==> src/rtl/fetch_controller.sv <==
// IF-stage fetch sequencer: owns the fetch PC, issues word reads, buffers results, hands them to ID.
// Latency: response earliest one cycle after accept; a pushed word appears on if_* the next cycle.
// Backpressure: issue stalls when the queue is full or a read is in flight; if_ready=0 freezes the head.
module fetch_controller #(
  parameter logic [31:0] RESET_PC    = 32'h0000_0000,
  parameter int          QUEUE_DEPTH = 2,
  parameter int          MEM_BYTES   = 256
) (
  input  logic        clk,
  input  logic        rst,
  output logic        imem_req,
  output logic [31:0] imem_addr,
  input  logic        imem_ready,
  input  logic        imem_rvalid,
  input  logic [31:0] imem_rdata,
  input  logic        branch_taken,
  input  logic [31:0] branch_addr,
  input  logic        if_ready,
  output logic        if_valid,
  output logic [31:0] if_instruction,
  output logic [31:0] if_pc,
  output logic [31:0] if_pc_plus4
);

  // Queue pointer and occupancy widths; a single-entry queue still needs a 1-bit pointer.
  localparam int PW = (QUEUE_DEPTH > 1) ? $clog2(QUEUE_DEPTH) : 1;
  localparam int CW = $clog2(QUEUE_DEPTH + 1);

  localparam logic [31:0]   ADDR_MASK = 32'(MEM_BYTES - 1);
  localparam logic [CW-1:0] DEPTH_C   = CW'(QUEUE_DEPTH);
  localparam logic [PW-1:0] LAST_PTR  = PW'(QUEUE_DEPTH - 1);

  // Fetch sequencer states: free to issue, waiting for our data, waiting for data to throw away.
  localparam logic [1:0] S_ISSUE = 2'd0;
  localparam logic [1:0] S_WAIT  = 2'd1;
  localparam logic [1:0] S_DROP  = 2'd2;

  logic [1:0]    state;
  logic [31:0]   pc;
  logic [31:0]   req_pc;

  logic [31:0]   q_pc  [QUEUE_DEPTH];
  logic [31:0]   q_ins [QUEUE_DEPTH];
  logic [PW-1:0] rd_ptr;
  logic [PW-1:0] wr_ptr;
  logic [CW-1:0] count;

  logic [PW-1:0] rd_ptr_nxt;
  logic [PW-1:0] wr_ptr_nxt;
  logic [CW-1:0] count_nxt;
  logic [CW-1:0] count_after_pop;
  logic          head_vld_nxt;
  logic [31:0]   head_pc_nxt;
  logic [31:0]   head_ins_nxt;

  logic          accept;
  logic          push;
  logic          pop;
  logic [31:0]   pc_seq;
  logic [31:0]   pc_branch;

  // Circular pointer advance that works for non-power-of-two depths.
  function automatic logic [PW-1:0] ptr_inc(input logic [PW-1:0] p);
    if (p == LAST_PTR) begin
      return '0;
    end
    return p + PW'(1);
  endfunction

  // Issue only from S_ISSUE with room for the reply; a branch this cycle suppresses the request
  // because the PC it would use is already stale.
  assign imem_req  = !rst && (state == S_ISSUE) && (count < DEPTH_C) && !branch_taken;
  assign imem_addr = pc;
  assign accept    = imem_req && imem_ready;

  // Only a response we are waiting for, and that no branch is overtaking, enters the queue.
  assign push = (state == S_WAIT) && imem_rvalid && !branch_taken;
  assign pop  = if_valid && if_ready;

  // Sequential and redirect PCs, both folded into the instruction memory window.
  assign pc_seq    = (pc + 32'd4) & ADDR_MASK;
  assign pc_branch = branch_addr & ~32'd3 & ADDR_MASK;

  // Next queue occupancy/pointers and the entry that will sit at the head after this edge.
  always_comb begin
    rd_ptr_nxt      = rd_ptr;
    wr_ptr_nxt      = wr_ptr;
    count_nxt       = count;
    count_after_pop = pop ? (count - CW'(1)) : count;
    head_pc_nxt     = q_pc[rd_ptr];
    head_ins_nxt    = q_ins[rd_ptr];

    if (branch_taken) begin
      rd_ptr_nxt = '0;
      wr_ptr_nxt = '0;
      count_nxt  = '0;
    end else begin
      if (pop) begin
        rd_ptr_nxt = ptr_inc(rd_ptr);
      end
      if (push) begin
        wr_ptr_nxt = ptr_inc(wr_ptr);
      end
      count_nxt = count_after_pop + (push ? CW'(1) : CW'(0));
    end

    // A push into a queue that is empty after the pop becomes the head directly;
    // otherwise the head is whatever the read pointer lands on.
    if (push && (count_after_pop == '0)) begin
      head_pc_nxt  = req_pc;
      head_ins_nxt = imem_rdata;
    end else begin
      head_pc_nxt  = q_pc[rd_ptr_nxt];
      head_ins_nxt = q_ins[rd_ptr_nxt];
    end

    head_vld_nxt = (count_nxt != '0);
  end

  // Fetch PC and request/response sequencing; a branch overrides everything but reset.
  always_ff @(posedge clk) begin
    if (rst) begin
      state  <= S_ISSUE;
      pc     <= RESET_PC;
      req_pc <= '0;
    end else if (branch_taken) begin
      pc <= pc_branch;
      case (state)
        S_WAIT, S_DROP: state <= imem_rvalid ? S_ISSUE : S_DROP;
        default:        state <= S_ISSUE;
      endcase
    end else begin
      case (state)
        S_ISSUE: begin
          if (accept) begin
            req_pc <= pc;
            pc     <= pc_seq;
            state  <= S_WAIT;
          end
        end
        S_WAIT: begin
          if (imem_rvalid) begin
            state <= S_ISSUE;
          end
        end
        S_DROP: begin
          if (imem_rvalid) begin
            state <= S_ISSUE;
          end
        end
        default: state <= S_ISSUE;
      endcase
    end
  end

  // Queue bookkeeping; a flush only needs the pointers and count cleared.
  always_ff @(posedge clk) begin
    if (rst) begin
      rd_ptr <= '0;
      wr_ptr <= '0;
      count  <= '0;
    end else begin
      rd_ptr <= rd_ptr_nxt;
      wr_ptr <= wr_ptr_nxt;
      count  <= count_nxt;
    end
  end

  // Queue storage; contents are only meaningful below count, so no reset is needed.
  always_ff @(posedge clk) begin
    if (push) begin
      q_pc[wr_ptr]  <= req_pc;
      q_ins[wr_ptr] <= imem_rdata;
    end
  end

  // Registered head view for ID; the data fields hold their last value while the queue is empty.
  always_ff @(posedge clk) begin
    if (rst) begin
      if_valid       <= 1'b0;
      if_instruction <= '0;
      if_pc          <= '0;
      if_pc_plus4    <= '0;
    end else begin
      if_valid <= head_vld_nxt;
      if (head_vld_nxt) begin
        if_instruction <= head_ins_nxt;
        if_pc          <= head_pc_nxt;
        if_pc_plus4    <= head_pc_nxt + 32'd4;
      end
    end
  end

endmodule

==> config.mk <==
export PLATFORM = sky130hd
export DESIGN_NAME = fetch_controller
export DESIGN_NICKNAME = d
export VERILOG_FILES = /design/src/rtl/fetch_controller.sv
export SDC_FILE = /design/constraint.sdc
export NUM_CORES = 1
export LEC_CHECK = 0
export CAP_MARGIN = 25
export CORE_MARGIN = 3
export CORE_UTILIZATION = 48
export CTS_BUF_LIST = sky130_fd_sc_hd__clkbuf_8
export DETAILED_ROUTE_END_ITERATION = 7
export PLACE_DENSITY = 0.92
export SLEW_MARGIN = 5
export SYNTH_ARGS = -nofsm -noshare
export SYNTH_HDL_FRONTEND = slang
export SYNTH_SLANG_ARGS = --single-unit
==> constraint.sdc <==
create_clock -name clk -period 4.5 [get_ports clk]
set_clock_uncertainty 0.15 [all_clocks]
set_input_delay 0.9 -clock clk [delete_from_list [all_inputs] [get_ports clk]]
set_output_delay 0.9 -clock clk [all_outputs]
set_load 0.01 [all_outputs]
==> summary.md <==
| Metric | Value |
|---|---|
| Status | complete, no violations |
| Via count of the first global-routing pass | 4164 |
| Half-perimeter wire length after detailed placement | 9102 um |
| Worst hold path cell count | 2 |
| Top post-synthesis cells by count | 79 x sky130_fd_sc_hd__buf_4, 76 x sky130_fd_sc_hd__edfxtp_1, 64 x sky130_fd_sc_hd__dfxtp_1 |
| Area of the die | 14410 um2 |
| Wire length of the first global-routing pass | 20840 um |
| Fmax | 258.5 MHz |
| Setup tns final | 0 ns |
| Most used flip-flop cell after synthesis | sky130_fd_sc_hd__edfxtp_1 |
| Worst slew slack as a fraction of its limit | 37.80% |
| Combined area of all synthesized cells | 6245 um2 |
| # diodes | 0 |
| Start point of the worst min-delay path | if_instruction[10]$_SDFFE_PP0P_ |
| Worst path required time | 3.45 ns |
| Count of pins over their slew limit | 0 |
| Final RePlAce weighted congestion | 0.8525 |
| Portion of the post-synthesis area used by sequential elements | 57.06% |
| Buffers inserted by post-CTS timing repair | 0 |
| Core Region | 12670 um2 |
| Detail Route Antenna Nets | 0 |
| Width of the chip | 120.1 um |
| Final standard cell area without fillers | 7447 um2 |
| Number of warnings printed during yosys synthesis | 0 |
| Antenna violations before repair | 0 |
| Number of buffers inserted by hold repair at cts | 0 |
| Average via count per standard cell | 5.248 |
| Detailed-routing iteration count for the pre-antenna-repair pass | 5 |
| Clock net sink count | 140 |
| Inserted Clock Buffers | 17 |
| Filler instances | 1056 |
| Hold Fails Final Rpt | 0 |
| Library cell with the largest summed area after synthesis | sky130_fd_sc_hd__edfxtp_1 |
| Final routed wirelength across all metal layers | 13420 um |
| Area contributors post-synth | sky130_fd_sc_hd__edfxtp_1 37%, sky130_fd_sc_hd__dfxtp_1 21%, sky130_fd_sc_hd__buf_4 9.5% |
| DRC violations left | 0 |
| Per-cell routed wire length | 15.97 um |
| Maximum vdd drop | 0.0001886 V |
| Share of the synthesized area in the top cell type | 36.55% |
| Cells on worst reg2reg path | 11 |
| Maximum clock insertion buffer count | 2 |
| Arrival time of data at the critical path endpoint | 2.82 ns |
| Clock root buffer | sky130_fd_sc_hd__clkbuf_8 |
| First-iteration detailed-routing DRC count | 368 |
| Skew-Pair Late Insertion Delay | 0.44 ns |
| Dominant cell by count in the synthesized netlist | sky130_fd_sc_hd__buf_4 |
| Largest fanout of any net on the critical path | 15 |
| Overflow left after global routing | 0 |
| Chip Height | 120.1 um |
| Worst Hold Path EP | if_instruction[10]$_SDFFE_PP0P_ |
| Cell area after placement | 7093 um2 |
| Vias | 4408 |
| Post-CTS sizing | 0 |
| Share of the clock period used by the worst path | 85.96% |
| Number of distinct standard cells referenced by the synthesized netlist | 46 |
| Flop2flop setup slack | 1.71 ns |
| RSZ-0062 raised after global routing | false |
| Worst-Margin Slew | 0.9094 ns |
| Max_cap viols | 0 |
| Multi-input gate area | 2222 um2 |
| Port-buffer cells | 96 |
| Type of the most critical hold path | flop to flop |
| Clock Pin Slew Worst Setup and Hold Paths | 0.08 ns |
| Kind of critical path | input pin to primary output |
| FF+latch count, synth | 140 |
| Async set or reset register ratio after synthesis | 0% |
| Share of final-layout standard cells stronger than drive strength 1 | 7.186% |
| Leakage power figure | 2.914 nW |
| Starting utilization of the core area | 49.28% |
| Kind of end point of the critical path | primary output |
| Reg2reg end | if_instruction[14]$_SDFFE_PP0P_ |
| Setup-failing EPs final | 0 |
| Synth Area per Inst | 11.13 um2 |
| Final #Nets | 730 |
| Ports placed on the boundary | 200 |
| Num rows | 41 |
| Largest net degree at the start of global routing | 46 |
| Seq. cell area | 3563 um2 |
| EDFF count, synth | 76 |
| Power per cell area | 333.8 nW/um2 |
| Worst setup startpoint | branch_taken |
| Gate Count Post-Synth | 561 |
| CTS tree | built |
| All-Layer GR Usage | 18.35% |
| Clock period minus final worst setup slack | 3.868 ns |
| Area Overhead vs Synth | 19.25% |
| Startpoint Class | input pin |
| Worst reg2reg path startpoint | state[1]$_SDFFE_PP0P_ |
| H-tree depth | 4 |
-- per-stage QoR --
step | hold slack, ns | setup slack [ns] | total power, mW | util [%] | instances
floorplan | 0.2977 | 0.8689 | 1.557 | - | 637
global placement | 0.2961 | 0.6581 | 1.596 | 55.98 | 808
detailed placement | 0.2957 | 0.5638 | 1.605 | 55.98 | 808
CTS | 0.3071 | 0.6604 | 2.496 | 58.77 | 840
global route | 0.3273 | 0.5509 | 2.576 | 58.77 | 840
finish | 0.3043 | 0.6319 | 2.486 | 58.77 | 840
-- critical path: stages --
cell,delay (ns)
sky130_fd_sc_hd__clkdlybuf4s50_1,0.68
sky130_fd_sc_hd__nor4b_1,0.60
sky130_fd_sc_hd__clkdlybuf4s50_1,0.64
-- report_power, final --
part	leakage (nW)	switching (mW)	internal, mW
clock network	0.188	0.464	0.441
logic	1.54	0.117	0.0852
registers	1.18	0.0141	1.36
-- per-layer routing --
metal / part of all wire [%] / up-vias / GRT usage, %
li1: - / 2060 / -
met1: 42 / 2120 / 22.36
met2: 50 / 207 / 31.54
met3: 7.1 / 21 / 5.372
met4: 1.5 / 0 / 5.440
met5: 0 / - / 0
-- layout by cell type, fill, tap and decap left out, drive strengths merged, types with 2 or more instances in the layout --
| cell type | count |
|---|---|
| clkbuf | 18 |
| clkinv | 6 |
| xnor2 | 4 |
| ha | 5 |
| and3b | 2 |
| o21ai | 10 |
| nor2 | 42 |
| conb | 77 |
| o21a | 2 |
| edfxtp | 76 |
| o211ai | 9 |
| and2 | 4 |
| nand2 | 45 |
| and3 | 3 |
| a211oi | 3 |
| or2 | 2 |
| nand2b | 2 |
| a22o | 16 |
| nor4 | 3 |
| nor3 | 4 |
| a21oi | 59 |
| a21boi | 3 |
| nand4bb | 2 |
| a311oi | 3 |
| a31oi | 5 |
| clkinvlp | 3 |
| mux2i | 34 |
| dfxtp | 64 |
| a32oi | 2 |
| clkdlybuf4s50 | 96 |
| nor4b | 2 |
| o2111ai | 4 |
| inv | 15 |
| buf | 12 |
| a211o | 19 |
| nand3 | 3 |
-- worst max-delay path by stage --
stage / to / cells after the start
after floorplan: q_ins[0][0]$_DFFE_PP_ / 4
after global placement: if_instruction[6]$_SDFFE_PP0P_ / 11
after detailed placement: if_instruction[11]$_SDFFE_PP0P_ / 11
after CTS: imem_req / 3
after global routing: imem_req / 3
final: imem_req / 3
-- flip-flops by register name, indices dropped and copies added, names as in the netlist --
register        count
count               2
state               2
if_pc_plus4         7
req_pc              6
if_valid            1
if_pc               6
q_ins              64
wr_ptr              1
if_instruction     32
rd_ptr              1
imem_addr           6
q_pc               12
-- logic make-up after synthesis --
group           Yosys count  share of synthesized area (%)
fa+ha+maj                 5                          1.002
simple gates            117                          8.415
xor+xnor                  5                         0.7012
mux                      34                          5.450
buf+inv                 120                          12.36
flops                   140                          57.06
compound gates          139                          14.95
other cells               1                        0.06005
-- final cells by class --
type | instances | area share (%)
timing repair buffer | 108 | 14.11
clock buffer | 18 | 3.327
clock inverter | 14 | 1.428
tap | 172 | 2.890
inverter | 11 | 0.5544
multi-input combinational | 377 | 29.84
sequential | 140 | 47.85
(Power assumes the default switching activity.)
